File: src/rtl/fdivsqrt_r4_qds_constants_tracker.sv
// fdivsqrt_r4_qds_constants_tracker: registered radix-4 QDS constant generator for div/sqrt; FDIVSQRT_QDS_DIV_EN adds the division table
module fdivsqrt_r4_qds_constants_tracker #(
  parameter int QDS_W       = 7,
  parameter int FREEZE_ITER = 2
) (
  input  logic             clk,
  input  logic             rst_n,
  input  logic             start_i,
  input  logic             is_sqrt_i,
  input  logic [3:0]       idx_i,
  input  logic             iter_en_i,
  input  logic             flush_i,
  output logic [QDS_W-1:0] m_n1_o,
  output logic [QDS_W-1:0] m_z0_o,
  output logic [QDS_W-1:0] m_p1_o,
  output logic [QDS_W-1:0] m_p2_o,
  output logic             cst_valid_o,
  output logic             frozen_o
);
  typedef enum logic [1:0] {S_IDLE, S_TRACK, S_HOLD} state_t;
  state_t      r_state;
  state_t      w_nxt;
  logic [3:0]  r_cnt;
  logic [27:0] r_cst;
  logic        w_sq_new;
  logic        w_sq_cur;
  logic        w_last;
  logic        w_track_iter;
  logic [27:0] w_tab;
  function automatic logic [27:0] f_pk(input int a, input int b, input int c, input int d);
    return {7'(a), 7'(b), 7'(c), 7'(d)};
  endfunction
  function automatic logic [27:0] f_tab(input logic i_sq, input logic [3:0] i_idx);
    logic [2:0] w_i;
    w_i = (i_sq & i_idx[3]) ? 3'd7 : i_idx[2:0];
`ifdef FDIVSQRT_QDS_DIV_EN
    if (!i_sq)
      case (w_i)
        3'd0: return f_pk(13, 4, -4, -12);
        3'd1: return f_pk(15, 6, -4, -14);
        3'd2: return f_pk(16, 6, -4, -15);
        3'd3: return f_pk(18, 6, -4, -16);
        3'd4: return f_pk(20, 8, -6, -18);
        3'd5: return f_pk(20, 8, -6, -20);
        3'd6: return f_pk(22, 8, -8, -20);
        default: return f_pk(24, 8, -8, -24);
      endcase
`endif
    case (w_i)
      3'd0: return f_pk(13, 4, -4, -12);
      3'd1: return f_pk(14, 5, -4, -14);
      3'd2: return f_pk(16, 6, -4, -16);
      3'd3: return f_pk(17, 6, -4, -16);
      3'd4: return f_pk(18, 6, -6, -18);
      3'd5: return f_pk(20, 8, -6, -20);
      3'd6: return f_pk(22, 8, -8, -20);
      default: return f_pk(23, 8, -8, -22);
    endcase
  endfunction
`ifdef FDIVSQRT_QDS_DIV_EN
  logic r_sqrt;
  assign w_sq_new = is_sqrt_i;
  assign w_sq_cur = r_sqrt;
  // mode captured at start, used for reloads while tracking
  always_ff @(posedge clk or negedge rst_n)
    if (!rst_n) r_sqrt <= 1'b1;
    else if (!flush_i && start_i) r_sqrt <= is_sqrt_i;
`else
  logic w_unused_mode;
  assign w_unused_mode = is_sqrt_i;
  assign w_sq_new = 1'b1;
  assign w_sq_cur = 1'b1;
`endif
  assign w_tab        = f_tab(start_i ? w_sq_new : w_sq_cur, idx_i);
  assign w_last       = r_cnt == 4'(FREEZE_ITER - 1);
  assign w_track_iter = r_state == S_TRACK && iter_en_i;
  // state register
  always_ff @(posedge clk or negedge rst_n)
    if (!rst_n) r_state <= S_IDLE;
    else r_state <= w_nxt;
  // next state: flush beats start beats iteration
  always_comb
    w_nxt = flush_i ? S_IDLE :
            start_i ? ((w_sq_new && FREEZE_ITER > 0) ? S_TRACK : S_HOLD) :
            (w_track_iter && w_last) ? S_HOLD : r_state;
  // constant registers and tracked-iteration counter; flush keeps constants
  always_ff @(posedge clk or negedge rst_n)
    if (!rst_n) begin
      r_cnt <= '0;
      r_cst <= '0;
    end else if (flush_i) r_cnt <= '0;
    else if (start_i) begin
      r_cnt <= '0;
      r_cst <= w_tab;
    end else if (w_track_iter) begin
      r_cnt <= r_cnt + 4'd1;
      r_cst <= w_tab;
    end
  // outputs decoded from registers only, constants sign-extended to QDS_W
  always_comb begin
    cst_valid_o = r_state != S_IDLE;
    frozen_o    = r_state == S_HOLD;
    m_n1_o      = QDS_W'($signed(r_cst[27:21]));
    m_z0_o      = QDS_W'($signed(r_cst[20:14]));
    m_p1_o      = QDS_W'($signed(r_cst[13:7]));
    m_p2_o      = QDS_W'($signed(r_cst[6:0]));
  end
endmodule

File: config.mk
export PLATFORM = sky130hd
export DESIGN_NAME = fdivsqrt_r4_qds_constants_tracker
export DESIGN_NICKNAME = d
export VERILOG_FILES = /design/src/rtl/fdivsqrt_r4_qds_constants_tracker.sv
export SDC_FILE = /design/constraint.sdc
export NUM_CORES = 1
export LEC_CHECK = 0
export ABC_CLOCK_PERIOD_IN_PS = 1600
export CORE_ASPECT_RATIO = 1.75
export CORE_MARGIN = 2
export CORE_UTILIZATION = 35
export CTS_CLUSTER_DIAMETER = 80
export DETAILED_ROUTE_END_ITERATION = 6
export DONT_BUFFER_PORTS = 1
export PLACE_DENSITY_LB_ADDON = 0.05
export SYNTH_ARGS = -nofsm -noshare
export SYNTH_HDL_FRONTEND = slang
export SYNTH_SLANG_ARGS = --single-unit
File: constraint.sdc
create_clock -name clk -period 1.6 [get_ports clk]
set_input_delay 0.08 -clock clk [delete_from_list [all_inputs] [get_ports clk]]
set_output_delay 0.08 -clock clk [all_outputs]
set_load 0.01 [all_outputs]
Yosys cells after proc, flatten, opt, wreduce, memory -nomap -nowiden. Index checks and enable logic that the tools add are counted.

Latch bits: 0. Word-level logic and storage cells: 32. Memories kept: 0. Output and inout bits: 30. ROM bits: 0. Bits in registers: 34. Memory bits (writable): 0. Input port bits: 10.

Add/subtract/negate cells: 1. $mul: 0. Div/mod/pow operators: 0. Muxes and demuxes: 10. Equal/unequal tests: 9. Shift operators: 0. Bitwise gates (word level): 1. Magnitude comparators: 0. Reductions and logical operators: 8.

Operators by type and width (count): $pmux W26 S7 (1); $mux W28 (2); $mux W4 (3); $eq A3 B3 Y1 const B (3); $eq A3 B2 Y1 const B (2); $mux W2 (3); $reduce_bool A3 Y1 (2); $add A4 B1 Y4 const B (1); $eq A4 B1 Y1 const B (1); $reduce_bool A2 Y1 (2); $eq A3 B1 Y1 const B (1); $logic_not A3 Y1 (1); $mux W3 (1); $eq A2 B1 Y1 const B (1); $eq A2 B2 Y1 const B (1); $logic_and A1 B1 Y1 (2); $reduce_and A2 Y1 (1); $not A1 Y1 (1).

Depth between registers and ports, before layout.
Depth after elaboration: 6. Depth in mapped cells: 5. Depth with buffers taken out: 4.

Worst setup path before layout. No wires, ideal clock.

Kind: register to register. Start point: register r_state[1]. End point: register r_cst[22]. Stages on the path, launching flop included: 6. Path slack: 0.256 ns. Arrival: 1.220 ns. Buffers on the path: 2. Setup time: 0.124 ns. Path through: dfrtp_1 nand4bb_1 buf_6 and2_4 buf_6 o31a_1.

Cells in the longest elaborated chain, start to end: 4.

Ends and longest elaborated chain: start: declaration (line 21) `state_t r_state;`; start signal: assignment (line 80) `else r_state <= w_nxt;`; $eq A2 B1 Y1 (line 76) `assign w_track_iter = r_state == S_TRACK && iter_en_i;`; $logic_and A1 B1 Y1 (line 76); $reduce_bool A2 Y1 (no source line); $reduce_and A2 Y1 (no source line); end signal: assignment (line 94) `r_cst <= w_tab;`; end signal: assignment (line 97) `r_cst <= w_tab;`; end: declaration (line 24) `logic [27:0] r_cst;`.

No other way between the ends. A chain may end at the register's enable or synchronous reset.

Worst setup path after layout.
Start point: register r_state[1]. End point: register r_cst[21].

The elaborated chain is that of the path after synthesis.

==> impl_results.md <==
- Outcome: finished clean
- Initial drt markers: 4
- Maximum vdd drop: 0.4714 mV
- Synth Area per Inst: 10.28 sq um
- Largest net degree at the start of global routing: 22
- Ant. Diodes: 0
- Synth-to-layout area growth: 5.310%
- Count leader, synth: dfrtp_1
- Vias in the first global route: 763
- Critical Path Max Stage Delay: 0.41 ns
- Critical Path Slowest Stage Cell: dfrtp_1
- Hold Vio Cnt, Final: 0
- Cells after synthesis: 110
- Place WS: 0.1218 ns
- FFs w/ async S/R, synth: 1.000
- Tightest Pin Transition: 1.013 ns
- Worst Path Arrival: 1.60 ns
- Core area: 3108 sq um
- Data required time of the worst path: 1.75 ns
- Root Buffer: clkbuf_8
- IO Pins: 40
- First-pass GRT wire length: 3.698 mm
- DR vias/cell: 4.824
- Startpoint type of the worst setup path: register
- Yosys top cell by area: dfrtp_1
- Drt drc: 0
- CP Capture Type: register
- # fillers: 347
- Predominant post-synthesis flop cell: dfrtp_1
- Slew margin rel.: 0.3227
- Max cap viols: 0
- Final std cells w/o fill: 153
- Hpwl dp: 1.686 mm
- Netlist cell types: 36
- CP delay by family, top: simple AND/OR/NAND/NOR gates
- Final Core Density: 0.3833
- Die Ht: 79.20 microns
- Comb power frac: 0.121
- Reg clk slew, reported paths: 0.08 ns
- Final setup TNS: 0 ns
- Overflow after GRT: 0
- Sequential fraction of design power: 0.565
- Power per cell area: 931.3 nW/um^2
- Final worst slack: 0.1438 ns
- Clk_lat worst skew: 0.26 ns
- Num rows: 27
- Crit share post-route: 0.9101
- GP Congestion: 0.7009
- Sw frac: 0.2637
- Die area: 3720 sq um
- Final nets: 123
- Area share of the largest cell type after synthesis: 0.4646
- Wire per inst: 14.99 microns
- Clock Skew: 0.002141 ns
- CP Cell Sequence: nand4bb_1 > nand2_1 > mux2_2
- Fin. max-slew vios: 0
- Gr usage total: 0.1365
- HP Class: in2reg
- Critical path class: reg2reg
- Internal power: 0.8168 mW
- Commonest cells post-synth: dfrtp_1 (21), buf_4 (13), nand3_1 (7)
- DR vias: 738
- Final WL: 2.294 mm
- Synthesized cell area: 1131 sq um
- Post-Place Cell Area: 1076 sq um
- Worst hold slack: 0.006224 ns
- Htree depth: 1
- Clock sinks: 21
- Ranking of synthesized cells by area: dfrtp_1 (46%), buf_4 (8.6%), nand3_1 (3.1%)
- Clock group share of total power: 0.313
- Maximum clock rate: 686.7 MHz
- Yosys warns: 0
- Worst Path Max Fanout: 6
- FF+latch area: 525.5 sq um
- Pre-antenna DRT Iters: 3
- Final instance area: 1191 sq um
- Final ANT Viol Nets: 0
- Sequential cell area fraction in the yosys report: 0.4646
- CTS tree: done
- DIE WIDTH: 46.97 microns
- Initial antenna violation count: 0
- Design Power: 1.109 mW
- Fin crit period: 1.456 ns
- Bufs on Longest Clock Path: 2
- Synth Register Bits: 21
- Multi-input logic area: 470.5 sq um
- Leakage: 0.4864 nW
- Placed cell count: 142
- Post-synth EDFFs: 0
- Layout cells sized above 1: 0.1091
- Total CTS buffers: 3
- RSZ-0062 raised after global routing: no
- Count of final setup violators: 0
- Port Buf Inserts: 0
- Switch Pwr: 0.2925 mW
- Crit path buf inv count: 0
- Starting density of the core: 0.3639
[per-layer routing]
metal | share of wire | vias up | GRT usage | wire, microns
li1 | - | 360 | - | -
met1 | 0.38 | 358 | 0.1557 | 873
met2 | 0.56 | 16 | 0.2301 | 1294
met3 | 0.041 | 4 | 0.03182 | 94
met4 | 0.014 | 0 | 0.05833 | 32
met5 | 0 | - | 0 | 0
[state kept, by name (all words and copies together) (netlist names)]
name	count
r_cnt	4
r_cst	15
r_state	2
[cells by family after synthesis]
kind of cell,count (synthesis),synth area share
AOI/OAI and AO/OA,25,0.1560
and+or+nand+nor,34,0.1714
buffers and inverters,22,0.1394
other,1,0.003315
muxes,2,0.01991
xor gates and xnor gates,3,0.02323
adders and majority gates,2,0.02212
DFF,21,0.4646
[repair_timing]
item | CTS | global route
endpoints found under the setup margin | 0 | 0
setup buffers | 0 | 0
resized for setup | 0 | 0
hold endpoints to repair | 29 | 0
hold buffers | 7 | 0
[power groups by stage]
stage                     combinational (mW)  sequential, mW  clock (mW)
final                                  0.135           0.627       0.348
after floorplan                        0.126           0.627           0
after global routing                   0.152           0.634       0.399
after CTS                              0.138           0.629       0.363
after detailed placement               0.110           0.640           0
after global placement                 0.109           0.639           0
[worst paths after layout]
| path | start | to | slack [ns] | cells after the start |
|---|---|---|---|---|
| max reg2reg | r_state[1]$_DFFE_PN0P_ | r_cst[21]$_DFFE_PN0P_ | 0.14 | 3 |
| min reg2reg | r_cst[8]$_DFFE_PN0P_ | r_cst[8]$_DFFE_PN0P_ | 0.57 | 2 |
| min | idx_i[3] | r_cst[1]$_DFFE_PN0P_ | 0.006 | 2 |
| max in group asynchronous | rst_n | r_cst[24]$_DFFE_PN0P_ | 0.55 | 1 |
| max | r_state[1]$_DFFE_PN0P_ | r_cst[21]$_DFFE_PN0P_ | 0.14 | 3 |
| min in group asynchronous | rst_n | r_cst[1]$_DFFE_PN0P_ | 0.44 | 1 |
[layout by cell type (no fill, tap or decap), drive strengths merged]
cell type,instances
a211o,1
a211oi,2
a21oi,2
a31oi,2
and2,1
and3b,1
buf,2
clkbuf,4
conb,7
dfrtp,21
dlygate4sd3,7
ha,2
inv,3
mux2,2
nand2,4
nand2b,4
nand3,7
nand3b,2
nand4bb,1
nor2,5
nor2b,2
nor3,2
nor3b,1
o211ai,1
o21a,3
o21ai,6
o21ba,1
o221ai,1
o22a,1
o2bb2ai,1
o31a,1
o31ai,2
o32a,1
or2,2
or3,2
xnor2,3
[cell type report]
type / instances / share of cell area
Sequential cell: 21 / 0.4412
Tap cell: 43 / 0.04517
Multi-Input combinational cell: 73 / 0.3950
Clock buffer: 4 / 0.03782
Timing Repair Buffer: 9 / 0.07143
Inverter: 3 / 0.009454
No activity file was read; power rests on OpenSTA's default activity.
